<file path="config.mk">
export PLATFORM = sky130hd
export DESIGN_NAME = kilit_sirali_denetleyici
export DESIGN_NICKNAME = d
export VERILOG_FILES = /design/src/rtl/kilit_pkg.sv /design/src/rtl/kilit_zamanlayici.sv /design/src/rtl/kilit_sirali_denetleyici.sv
export SDC_FILE = /design/constraint.sdc
export NUM_CORES = 1
export LEC_CHECK = 0
export BUFFER_PORTS_ARGS = -buffer_cell sky130_fd_sc_hd__buf_4
export CORE_MARGIN = 2
export CORE_UTILIZATION = 35
export DETAILED_ROUTE_END_ITERATION = 7
export PLACE_DENSITY_LB_ADDON = 0.2
export SYNTH_ARGS = -nofsm -noshare
export SYNTH_HDL_FRONTEND = slang
export SYNTH_SLANG_ARGS = --single-unit
</file>
<file path="constraint.sdc">
create_clock -name clk -period 2.88 [get_ports clk]
set_input_delay 0.144 -clock clk [delete_from_list [all_inputs] [get_ports clk]]
set_output_delay 0.144 -clock clk [all_outputs]
set_load 0.01 [all_outputs]
</file>
<file path="src/rtl/kilit_pkg.sv">
// Shared types and constants for the combination-lock sequential front-end.
package kilit_pkg;

  // Step-count and failure-count widths
  localparam int unsigned SAG_W  = 3;
  localparam int unsigned SOL_W  = 2;
  localparam int unsigned HATA_W = 2;

  // Default timing and policy constants
  localparam int unsigned ACIK_SURE_VARSAYILAN   = 16;
  localparam int unsigned KILIT_SURE_VARSAYILAN  = 64;
  localparam int unsigned MAX_HATA_VARSAYILAN    = 3;
  localparam int unsigned ZAMAN_ASIMI_VARSAYILAN = 256;

  // Controller states
  typedef enum logic [2:0] {
    BOSTA   = 3'd0,
    SAG     = 3'd1,
    SOL     = 3'd2,
    DENETLE = 3'd3,
    ACIK    = 3'd4,
    KILITLI = 3'd5
  } kilit_durum_t;

  // Timer width: enough bits to hold (largest duration - 1), never below one bit
  function automatic int unsigned sayac_genisligi(input int unsigned a,
                                                  input int unsigned b,
                                                  input int unsigned c);
    int unsigned en_buyuk;
    en_buyuk = a;
    if (b > en_buyuk) en_buyuk = b;
    if (c > en_buyuk) en_buyuk = c;
    if (en_buyuk < 2) en_buyuk = 2;
    return $clog2(en_buyuk);
  endfunction

endpackage

</file>
<file path="src/rtl/kilit_zamanlayici.sv">
// Loadable down-counter shared by the open, lockout and entry-timeout intervals.
// Loaded with (duration - 1); bitti is a registered one-cycle pulse raised when
// the count reaches zero, so the owner leaves its state exactly 'duration'
// cycles after the load edge.
module kilit_zamanlayici #(
  parameter int unsigned W = 8
) (
  input  logic         clk,
  input  logic         rst,
  input  logic         yukle,
  input  logic [W-1:0] deger,
  output logic         bitti
);

  logic [W-1:0] sayac;

  // Count down towards zero, restarting on every load
  always_ff @(posedge clk or posedge rst) begin
    if (rst) begin
      sayac <= '0;
      bitti <= 1'b0;
    end else if (yukle) begin
      sayac <= deger;
      bitti <= (deger == '0);
    end else begin
      if (sayac != '0) begin
        sayac <= sayac - W'(1);
      end
      bitti <= (sayac == W'(1));
    end
  end

endmodule

</file>
<file path="src/rtl/kilit_sirali_denetleyici.sv">
// Sequential front-end of the combination lock: counts rotation detents, samples
// the checker verdict on 'onay', opens the door or records failures, and
// enforces a timed lockout after repeated failures.
module kilit_sirali_denetleyici
  import kilit_pkg::*;
#(
  parameter int unsigned ACIK_SURE   = ACIK_SURE_VARSAYILAN,
  parameter int unsigned KILIT_SURE  = KILIT_SURE_VARSAYILAN,
  parameter int unsigned MAX_HATA    = MAX_HATA_VARSAYILAN,
  parameter int unsigned ZAMAN_ASIMI = ZAMAN_ASIMI_VARSAYILAN
) (
  input  logic              clk,
  input  logic              rst,
  input  logic              sag_darbe,
  input  logic              sol_darbe,
  input  logic              onay,
  input  logic              kilit_acik,
  output logic [SAG_W-1:0]  sag_adim,
  output logic [SOL_W-1:0]  sol_adim,
  output logic              kapi_acik,
  output logic              hata,
  output logic              kilitli,
  output logic [HATA_W-1:0] hata_sayisi
);

  localparam int unsigned SAYAC_W = sayac_genisligi(ACIK_SURE, KILIT_SURE, ZAMAN_ASIMI);

  localparam logic [SAG_W-1:0]   SAG_EN_BUYUK = '1;
  localparam logic [SOL_W-1:0]   SOL_EN_BUYUK = '1;
  localparam logic [HATA_W-1:0]  HATA_SINIR   = HATA_W'(MAX_HATA);
  localparam logic [SAYAC_W-1:0] ACIK_YUK     = SAYAC_W'(ACIK_SURE - 1);
  localparam logic [SAYAC_W-1:0] KILIT_YUK    = SAYAC_W'(KILIT_SURE - 1);
  localparam logic [SAYAC_W-1:0] ZAMAN_YUK    = SAYAC_W'(ZAMAN_ASIMI - 1);

  kilit_durum_t      durum_q, durum_d;
  logic [SAG_W-1:0]  sag_d;
  logic [SOL_W-1:0]  sol_d;
  logic [HATA_W-1:0] hata_sayisi_d;
  logic              hata_d;
  logic              hata_olay_c;
  logic              darbe_var_c;
  logic              yukle_c;
  logic [SAYAC_W-1:0] deger_c;
  logic              bitti;

  // Shared interval timer
  kilit_zamanlayici #(
    .W (SAYAC_W)
  ) u_zamanlayici (
    .clk   (clk),
    .rst   (rst),
    .yukle (yukle_c),
    .deger (deger_c),
    .bitti (bitti)
  );

  // State and output registers
  always_ff @(posedge clk or posedge rst) begin
    if (rst) begin
      durum_q     <= BOSTA;
      sag_adim    <= '0;
      sol_adim    <= '0;
      hata        <= 1'b0;
      hata_sayisi <= '0;
      kapi_acik   <= 1'b0;
      kilitli     <= 1'b0;
    end else begin
      durum_q     <= durum_d;
      sag_adim    <= sag_d;
      sol_adim    <= sol_d;
      hata        <= hata_d;
      hata_sayisi <= hata_sayisi_d;
      kapi_acik   <= (durum_d == ACIK);
      kilitli     <= (durum_d == KILITLI);
    end
  end

  // Next-state, count and failure logic; failure outranks onay, which outranks rotation
  always_comb begin
    durum_d       = durum_q;
    sag_d         = sag_adim;
    sol_d         = sol_adim;
    hata_d        = 1'b0;
    hata_sayisi_d = hata_sayisi;
    hata_olay_c   = 1'b0;

    case (durum_q)
      BOSTA: begin
        // Simultaneous pulses and onay are ignored while idle
        if (sag_darbe && !sol_darbe) begin
          durum_d = SAG;
          sag_d   = SAG_W'(1);
          sol_d   = '0;
        end else if (sol_darbe && !sag_darbe) begin
          durum_d = SOL;
          sag_d   = '0;
          sol_d   = SOL_W'(1);
        end
      end

      SAG: begin
        if ((sag_darbe && sol_darbe) || (sag_darbe && (sag_adim == SAG_EN_BUYUK))) begin
          hata_olay_c = 1'b1;
        end else if (onay) begin
          durum_d = DENETLE;
        end else if (sag_darbe) begin
          sag_d = sag_adim + SAG_W'(1);
        end else if (sol_darbe) begin
          durum_d = SOL;
          sol_d   = SOL_W'(1);
        end else if (bitti) begin
          durum_d = BOSTA;
          sag_d   = '0;
          sol_d   = '0;
        end
      end

      SOL: begin
        // Any right pulse after left steps began is an order violation
        if (sag_darbe || (sol_darbe && (sol_adim == SOL_EN_BUYUK))) begin
          hata_olay_c = 1'b1;
        end else if (onay) begin
          durum_d = DENETLE;
        end else if (sol_darbe) begin
          sol_d = sol_adim + SOL_W'(1);
        end else if (bitti) begin
          durum_d = BOSTA;
          sag_d   = '0;
          sol_d   = '0;
        end
      end

      DENETLE: begin
        if (kilit_acik) begin
          durum_d       = ACIK;
          hata_sayisi_d = '0;
        end else begin
          hata_olay_c = 1'b1;
        end
      end

      ACIK: begin
        if (bitti) begin
          durum_d = BOSTA;
          sag_d   = '0;
          sol_d   = '0;
        end
      end

      KILITLI: begin
        if (bitti) begin
          durum_d       = BOSTA;
          hata_sayisi_d = '0;
        end
      end

      default: begin
        durum_d = BOSTA;
        sag_d   = '0;
        sol_d   = '0;
      end
    endcase

    // Failed attempt: pulse hata, bump the count, clear steps, maybe lock out
    if (hata_olay_c) begin
      hata_d        = 1'b1;
      hata_sayisi_d = hata_sayisi + HATA_W'(1);
      sag_d         = '0;
      sol_d         = '0;
      durum_d       = (hata_sayisi_d == HATA_SINIR) ? KILITLI : BOSTA;
    end
  end

  // Timer reload on every state entry and on every input pulse during entry
  always_comb begin
    darbe_var_c = sag_darbe || sol_darbe || onay;
    yukle_c     = (durum_d != durum_q) ||
                  (((durum_q == SAG) || (durum_q == SOL)) && darbe_var_c);
    case (durum_d)
      ACIK:    deger_c = ACIK_YUK;
      KILITLI: deger_c = KILIT_YUK;
      default: deger_c = ZAMAN_YUK;
    endcase
  end

endmodule

</file>
==> impl_metrics.toml, run 1 <==
[synth]
async_reset_ff_share_pct = 100
yosys_register_bits = 22
ys_seq_area_share_pct = 36.5
synth_edf_count = 0
yosysUniqueCellTypes = 47
yosysWarnings = 0
synth.avg_cell_area_sq_um = 8.76
synth_cells = 172
syn_nets = 184
synth_area_sq_mm = 0.00151
ys.flop_type = "dfrtp_1"

[detailed_routing]
drtPass1Iterations = 4
drt_wl_total_um = 3700
antenna_left = 0
drt_drc_violations_left = 0
via_per_inst = 5.97
drt_iter0_drc = 159
wl_per_cell_um = 15.7
vias = 1403

[clocking]
cts.sinks = 22
clockRootBuffer = "clkbuf_8"
post_cts_resized = 0
clk_pin_slew_ps = 80
tritoncts = "built"
clk_latency_ps = 260
cts_setup_buffers = 0
cts_made_buffers = 3
holdBufCountCts = 0
cts_buffer_depth = 2
htree_num_levels = 1

[critical_path]
cp-start-kind = "flop"
cp.required_ps = 3080
path_buf_inv = 1
crit_slowest_cell = "nor3b_2"
cp.arrival_ps = 2700
critPathMaxStageDelay_ps = 560
endpoint_kind = "flop"
cp_cell_sequence = "nor3b_2 -> a22oi_1 -> o21a_1 -> inv_6 -> nand3_2 -> a32oi_4 -> and4_1"
crit_fanout = 14
cp_top_family = "simple AND/OR/NAND/NOR gates"
worstSetupPathType = "reg2reg"

[power]
power.density_mw_per_mm2 = 908
p_leak_uw = 0.000728
vdd_drop_max_mv = 0.339

[finish]
regArea_sq_um = 551
final_common_cell = "dfrtp_1"
final_nets = 198
drive_gt1_share_pct = 14.1
final_cell_mix = "dfrtp_1 (22), nand2_1 (17), nor2_1 (16), buf_4 (16), a21oi_1 (12)"
finalNonFillerCells = 235
syn_to_final_growth_pct = 12.3
multi_input_area_sq_um = 857
filler_cell_count = 401
antenna_cells = 0

[place]
port_buffers = 15
dpl.hpwl_um = 2790
gp_congestion = 0.921
dp.cells = 231
place_ws_ps = 405

[die]
fp.dieW_um = 69.6
io-pin-count = 16
start_util_pct = 37.1
die_h_um = 69.6
rows = 23
die_area_sq_mm = 0.00484
core_sq_mm = 0.00406

[global_route]
grt_pass1_wl_um = 6460
grt_overflow = 0
track_usage_pct = 16.3
grt_pass1_vias = 1325
antenna_found_initial = 0
grt_max_degree = 23

[sta]
hold_viol_final = 0
worst_pin_slew_ps = 846
fmax_mhz = 401
setup_violations = 0
slew_violations = 0
period_needed_ps = 2500
worst_slack_ps = 384
max_slew_margin_pct = 43.6
rsz0062_at_grt = "no"
fin_skew_ps = 3.42
period_share_pct = 86.7
finalSetupTns_ps = 0

[min_path]
min_path_type = "in2async"

[outcome]
status = "completed"

[flow_run]
maxCapViolCount = 0
[cells by family (layout without fill, tap and decap cells)]
logic type	after synthesis	count (layout)	share of synthesized area [%]
flops	22	22	36.5
buf+inv	18	31	6.56
mux	6	6	3.99
fa+ha+maj	6	6	4.98
xor+xnor	3	3	1.74
simple gates	67	67	22.3
compound gates	50	50	23.8
[flip-flops by register name, indices dropped and copies added (netlist names)]
signal	flops
u_zamanlayici.sayac	8
durum_q	3
sag_adim	3
hata_sayisi	2
sol_adim	2
hata	1
kapi_acik	1
kilitli	1
u_zamanlayici.bitti	1
[path summary, 6_finish.rpt]
check,start,end,slack [ps],cells after the start
setup / recovery,durum_q[2]$_DFF_PP0_,u_zamanlayici.bitti$_DFF_PP0_,380,7
hold / removal,rst,u_zamanlayici.sayac[0]$_DFFE_PP0P_,50,2
setup reg to reg,durum_q[2]$_DFF_PP0_,u_zamanlayici.bitti$_DFF_PP0_,380,7
hold reg to reg,u_zamanlayici.sayac[3]$_DFFE_PP0P_,u_zamanlayici.sayac[3]$_DFFE_PP0P_,530,2
max in group asynchronous,rst,hata_sayisi[1]$_DFFE_PP0P_,2310,2
min in group clk,sag_darbe,sol_adim[0]$_DFFE_PP0P_,310,3
[cells in the mapped netlist, types with 2 or more instances]
| library cell | number | share of area [%] |
|---|---|---|
| a211o_1 | 2 | 1.2 |
| a21oi_1 | 12 | 4.0 |
| a22o_1 | 2 | 1.2 |
| a22oi_1 | 2 | 1.0 |
| buf_2 | 3 | 1.0 |
| buf_4 | 2 | 1.0 |
| buf_6 | 2 | 1.5 |
| dfrtp_1 | 22 | 37 |
| ha_1 | 6 | 5.0 |
| inv_1 | 10 | 2.5 |
| mux2i_1 | 6 | 4.0 |
| nand2_1 | 17 | 4.2 |
| nand2b_1 | 3 | 1.2 |
| nand3_1 | 6 | 2.0 |
| nand3b_1 | 2 | 1.0 |
| nor2_1 | 16 | 4.0 |
| nor2b_1 | 2 | 0.83 |
| nor3_1 | 9 | 3.0 |
| nor4_1 | 3 | 1.2 |
| o21a_1 | 4 | 2.0 |
| o21ai_0 | 10 | 3.3 |
| o221ai_1 | 3 | 1.7 |
| o22ai_1 | 2 | 0.83 |
| or2_1 | 2 | 0.83 |
| xnor2_1 | 2 | 1.2 |
[power by group]
group	leakage, uW	internal [uW]	switching, uW	total, uW
combinational	0.000441	344	462	807
sequential	0.000258	396	115	511
clock	0.0000288	122	96.4	218
total	0.000728	862	674	1540
[per-stage QoR]
step | util (%) | total power (uW) | instance area, sq um | hold slack (ps)
after floorplan | - | 1110 | 1510 | 133
after global placement | 40.3 | 1310 | 1640 | 357
after detailed placement | 40.3 | 1330 | 1640 | 369
after CTS | 41.7 | 1550 | 1690 | 82.9
after global routing | 41.7 | 1670 | 1690 | 136
final | 41.7 | 1540 | 1690 | 49.3
[per-layer routing]
metal	global-route usage [%]	part of all wire, %	vias to the layer above
met3	1.89	3.2	7
met1	20.1	45	704
met5	0	0	-
li1	-	-	659
met4	5.66	1.4	0
met2	29.1	51	33
[final cells by class]
type                            count  share of cell area [%]
Multi-Input combinational cell    132                    50.7
Clock buffer                        4                    3.25
Timing Repair Buffer               16                    7.10
Sequential cell                    22                    32.5
Inverter                           11                    2.74
Tap cell                           50                    3.70
Power figures use the tool's default switching activity.
==> run 2: changes to the inputs <==
--- a/config.mk
+++ b/config.mk
@@ -9,7 +9,7 @@
 export CORE_MARGIN = 2
 export CORE_UTILIZATION = 35
 export DETAILED_ROUTE_END_ITERATION = 7
-export PLACE_DENSITY_LB_ADDON = 0.2
+export PLACE_DENSITY = 0.64
 export SYNTH_ARGS = -nofsm -noshare
 export SYNTH_HDL_FRONTEND = slang
 export SYNTH_SLANG_ARGS = --single-unit
==> run 2 against run 1 <==
Net effect:
- largest power group unchanged
- final area up 0.52%
- non-clock buffer count down 1
- critical path type unchanged
- sequential power up 2%
==> impl_metrics.toml, run 2 (same netlist as run 1, synthesis figures left out) <==
[outcome]
status = "completed"

[sta]
period_share_pct = 90.0
slew_violations = 0
max_slew_margin_pct = 45.7
rsz0062_at_grt = "no"
worst_pin_slew_ps = 814
fin_skew_ps = 2.46
finalSetupTns_ps = 0
fmax_mhz = 386
hold_viol_final = 0
worst_slack_ps = 288
setup_violations = 0
period_needed_ps = 2590

[critical_path]
r2r_end = "u_zamanlayici.sayac[7]$_DFFE_PP0P_"
endpoint_kind = "flop"
cp.arrival_ps = 2780
worstSetupPathType = "reg2reg"
cp.required_ps = 3070
rrSetupSlack_ps = 290
cp-startpoint = "durum_q[0]$_DFF_PP0_"
critical_path.endpoint = "u_zamanlayici.sayac[7]$_DFFE_PP0P_"
rr_startpoint = "durum_q[0]$_DFF_PP0_"
cp-start-kind = "flop"
r2r_cells = 7
crit_fanout = 17

[finish]
fin_area_sq_mm = 0.00170
filler_cell_count = 401
final_core_util_pct = 41.9
regArea_sq_um = 551
syn_to_final_growth_pct = 12.9
drive_gt1_share_pct = 13.6
largest-register = "u_zamanlayici.sayac"
final_cell_mix = "dfrtp_1 (22), nand2_1 (17), nor2_1 (16)"
top_regs = "u_zamanlayici.sayac: 8 flops, durum_q: 3 flops, sag_adim: 3 flops"
multi_input_area_sq_um = 857
largest_reg_flops = 8
final_nets = 197
antenna_cells = 0
final_common_cell = "dfrtp_1"

[clocking]
post_cts_resized = 0
cts.sinks = 22
clockRootBuffer = "clkbuf_8"
tritoncts = "built"
clk_latency_ps = 260
cts_setup_buffers = 0
holdBufCountCts = 0
clk_pin_slew_ps = 80
htree_num_levels = 1
cts_made_buffers = 3
cts_buffer_depth = 2

[power]
vdd_drop_max_mv = 0.370
p_leak_uw = 0.000730
power.density_mw_per_mm2 = 929

[detailed_routing]
drt_iter0_drc = 187
drtPass1Iterations = 5
wl_per_cell_um = 14.2
drt_wl_total_um = 3320
antenna_left = 0
drt_drc_violations_left = 0
vias = 1306
via_per_inst = 5.58

[global_route]
grt_pass1_vias = 1189
grt_max_degree = 23
antenna_found_initial = 0
grt_pass1_wl_um = 5660
grt_overflow = 0
track_usage_pct = 14.2

[die]
io-pin-count = 16
die_h_um = 69.6
fp.dieW_um = 69.6
start_util_pct = 37.1
die_area_sq_mm = 0.00484
rows = 23
core_sq_mm = 0.00406

[min_path]
min_path_type = "in2async"

[place]
gp_congestion = 0.894
place_area_sq_mm = 0.00163
dpl.hpwl_um = 2500
place_ws_ps = 322
port_buffers = 15

[flow_run]
maxCapViolCount = 0
==> run 2: worst min path at each step <==
stage / startpoint / to / slack, ps / cells past startpoint
2_1_floorplan: rst / durum_q[0]$_DFF_PP0_ / 130 / 1
3_3_place_gp: rst / u_zamanlayici.sayac[0]$_DFFE_PP0P_ / 360 / 2
3_5_place_dp: rst / u_zamanlayici.sayac[1]$_DFFE_PP0P_ / 370 / 2
4_1_cts: rst / u_zamanlayici.sayac[0]$_DFFE_PP0P_ / 80 / 2
5_1_grt: rst / u_zamanlayici.sayac[0]$_DFFE_PP0P_ / 120 / 2
6_report: rst / u_zamanlayici.sayac[0]$_DFFE_PP0P_ / 40 / 2
==> run 2: cell type report <==
| class | instances | share of cell area [%] |
|---|---|---|
| Multi-Input combinational cell | 132 | 50.4 |
| Sequential cell | 22 | 32.4 |
| Timing Repair Buffer | 15 | 6.62 |
| Tap cell | 50 | 3.68 |
| Inverter | 11 | 2.72 |
| Clock buffer | 3 | 2.43 |
| Clock inverter | 1 | 1.77 |
==> run 2: report_power, final <==
part / internal [uW] / leakage (uW) / switching (uW) / total (uW)
registers: 396 / 0.000258 / 124 / 519
clock network: 186 / 0.0000357 / 102 / 288
logic: 338 / 0.000436 / 434 / 772
==> run 2: metrics by stage <==
step	total power [uW]	instances	hold slack [ps]
finish	1580	234	36.9
global route	1710	234	125
CTS	1580	234	84.5
detailed placement	1300	230	373
global placement	1290	230	357
floorplan	1110	172	133
==> run 2: critical path: stages, from the launching register on <==
cell and delay, ps:
dfrtp_1 670, nor3b_2 520, a22oi_1 170, o21a_1 270
inv_6 140, nand3_2 100, a32oi_4 400, mux2i_1 240
==> run 2: routing by layer <==
layer	global-route usage [%]	vias up	routed length, um
met4	5.45	0	51
met1	20.9	613	1690
met5	0	-	0
met2	20.7	34	1460
met3	2.33	6	119
li1	-	653	-
==> run 3: changes to the inputs <==
--- a/config.mk
+++ b/config.mk
@@ -6,10 +6,13 @@
 export NUM_CORES = 1
 export LEC_CHECK = 0
 export BUFFER_PORTS_ARGS = -buffer_cell sky130_fd_sc_hd__buf_4
+export CELL_PAD_IN_SITES_DETAIL_PLACEMENT = 0
+export CELL_PAD_IN_SITES_GLOBAL_PLACEMENT = 2
 export CORE_MARGIN = 2
 export CORE_UTILIZATION = 35
 export DETAILED_ROUTE_END_ITERATION = 7
-export PLACE_DENSITY = 0.64
+export PLACE_DENSITY = 0.89
+export REMOVE_ABC_BUFFERS = 1
 export SYNTH_ARGS = -nofsm -noshare
 export SYNTH_HDL_FRONTEND = slang
 export SYNTH_SLANG_ARGS = --single-unit
==> run 3 against run 2 <==
Net effect:
- die area unchanged
- register-to-register slack better by 60 ps
- setup slack better by 61 ps
- critical endpoint is now u_zamanlayici.sayac[6]$_DFFE_PP0P_
==> impl_metrics.toml, run 3 (same netlist as run 1, synthesis figures left out) <==
[critical_path]
worstSetupPathType = "reg2reg"
endpoint_kind = "flop"
crit_fanout = 17
cp.required_ps = 3060
cp.arrival_ps = 2710
cp-start-kind = "flop"

[clocking]
post_cts_resized = 0
clockRootBuffer = "clkbuf_8"
cts_setup_buffers = 0
cts_buffer_depth = 2
htree_num_levels = 1
cts.sinks = 22
clk_pin_slew_ps = 70
cts_made_buffers = 3
holdBufCountCts = 0
tritoncts = "built"
clk_latency_ps = 260

[sta]
hold_viol_final = 0
worst_pin_slew_ps = 856
timing.hold.ws_ps = 63.2
period_needed_ps = 2530
setup_violations = 0
max_slew_margin_pct = 42.9
finalSetupTns_ps = 0
fin_skew_ps = 4.64
rsz0062_at_grt = "no"
period_share_pct = 87.9
fmax_mhz = 395
slew_violations = 0

[place]
dpl.hpwl_um = 2710
port_buffers = 15
gp_congestion = 0.907

[die]
die_h_um = 69.6
start_util_pct = 37.1
io-pin-count = 16
core_sq_mm = 0.00406
fp.dieW_um = 69.6
rows = 23
die_area_sq_mm = 0.00484

[finish]
final_common_cell = "dfrtp_1"
top_regs = "u_zamanlayici.sayac: 8 flops, durum_q: 3 flops, sag_adim: 3 flops"
syn_to_final_growth_pct = 11.9
antenna_cells = 0
largest_reg_flops = 8
final_nets = 199
final_cell_mix = "dfrtp_1 (22), nand2_1 (17), buf_4 (17)"
drive_gt1_share_pct = 14.1
largest-register = "u_zamanlayici.sayac"

[detailed_routing]
vias = 1349
drt_drc_violations_left = 0
via_per_inst = 5.74
drt_iter0_drc = 202
wl_per_cell_um = 15.2
drtPass1Iterations = 4
antenna_left = 0
drt_wl_total_um = 3580

[outcome]
status = "completed"

[global_route]
grt_pass1_vias = 1293
grt_pass1_wl_um = 6070
track_usage_pct = 15.4
grt_overflow = 0
grt_max_degree = 23
grtUsageMet2_pct = 27.6
use_met1_pct = 18.2
grt-busiest-layer = "met2"
grtUsageMet3_pct = 2.33
antenna_found_initial = 0

[flow_run]
maxCapViolCount = 0

[power]
vdd_drop_max_mv = 0.330
power.density_mw_per_mm2 = 895
p_leak_uw = 0.000725

[min_path]
min_path_type = "in2async"
run 3: changes by cell type in the layout (fill, tap and decap cells not counted), sizes merged:
| cell | change |
|---|---|
| buf | +2 |
| bufinv | -1 |
run 3: critical path: stages (launching register included):
cell and delay, ps:
dfrtp_1 670, nor3b_2 490, a22oi_1 160, o21a_1 260, inv_6 140, o21ai_1 130
a32oi_4 380, mux2i_1 220
run 3: final timing paths:
| check | cells after the start | start | slack [ps] | endpoint |
|---|---|---|---|---|
| max | 7 | durum_q[0]$_DFF_PP0_ | 350 | u_zamanlayici.sayac[6]$_DFFE_PP0P_ |
| min | 2 | rst | 60 | u_zamanlayici.sayac[6]$_DFFE_PP0P_ |
| max reg2reg | 7 | durum_q[0]$_DFF_PP0_ | 350 | u_zamanlayici.sayac[6]$_DFFE_PP0P_ |
| min reg2reg | 1 | hata_sayisi[0]$_DFFE_PP0P_ | 520 | hata_sayisi[0]$_DFFE_PP0P_ |
| max in group asynchronous | 2 | rst | 2290 | sol_adim[0]$_DFFE_PP0P_ |
| min in group clk | 3 | sag_darbe | 300 | sol_adim[0]$_DFFE_PP0P_ |
run 3: power by group:
group | internal, uW | total [uW] | switching (uW)
clock network | 93.2 | 187 | 93.4
registers | 396 | 516 | 120
logic | 354 | 806 | 452
total | 843 | 1510 | 666
run 3: layout make-up:
class,instances,area (sq um)
fillers,408,2370
multi-input cells,132,857
flip-flops and latches,22,551
repair buffers,17,128
well taps,50,62.6
inverters,11,46.3
clock buffers,3,41.3
run 3: per-stage QoR:
stage                     total power (uW)  util, %  std cells  setup slack, ps  instance area, sq um
final                                 1510     41.5        235              349                  1690
after global routing                  1640     41.5        235              130                  1690
after CTS                             1520     41.5        235              356                  1690
after detailed placement              1330     40.5        232              368                  1640
after global placement                1320     40.5        232              468                  1640
after floorplan                       1060        -        165              677                  1450
run 3: layer usage:
| layer | share of wire, % | vias up |
|---|---|---|
| met3 | 4.8 | 6 |
| met4 | 1.8 | 0 |
| met1 | 41 | 646 |
| met5 | 0 | - |
| li1 | - | 655 |
| met2 | 52 | 42 |
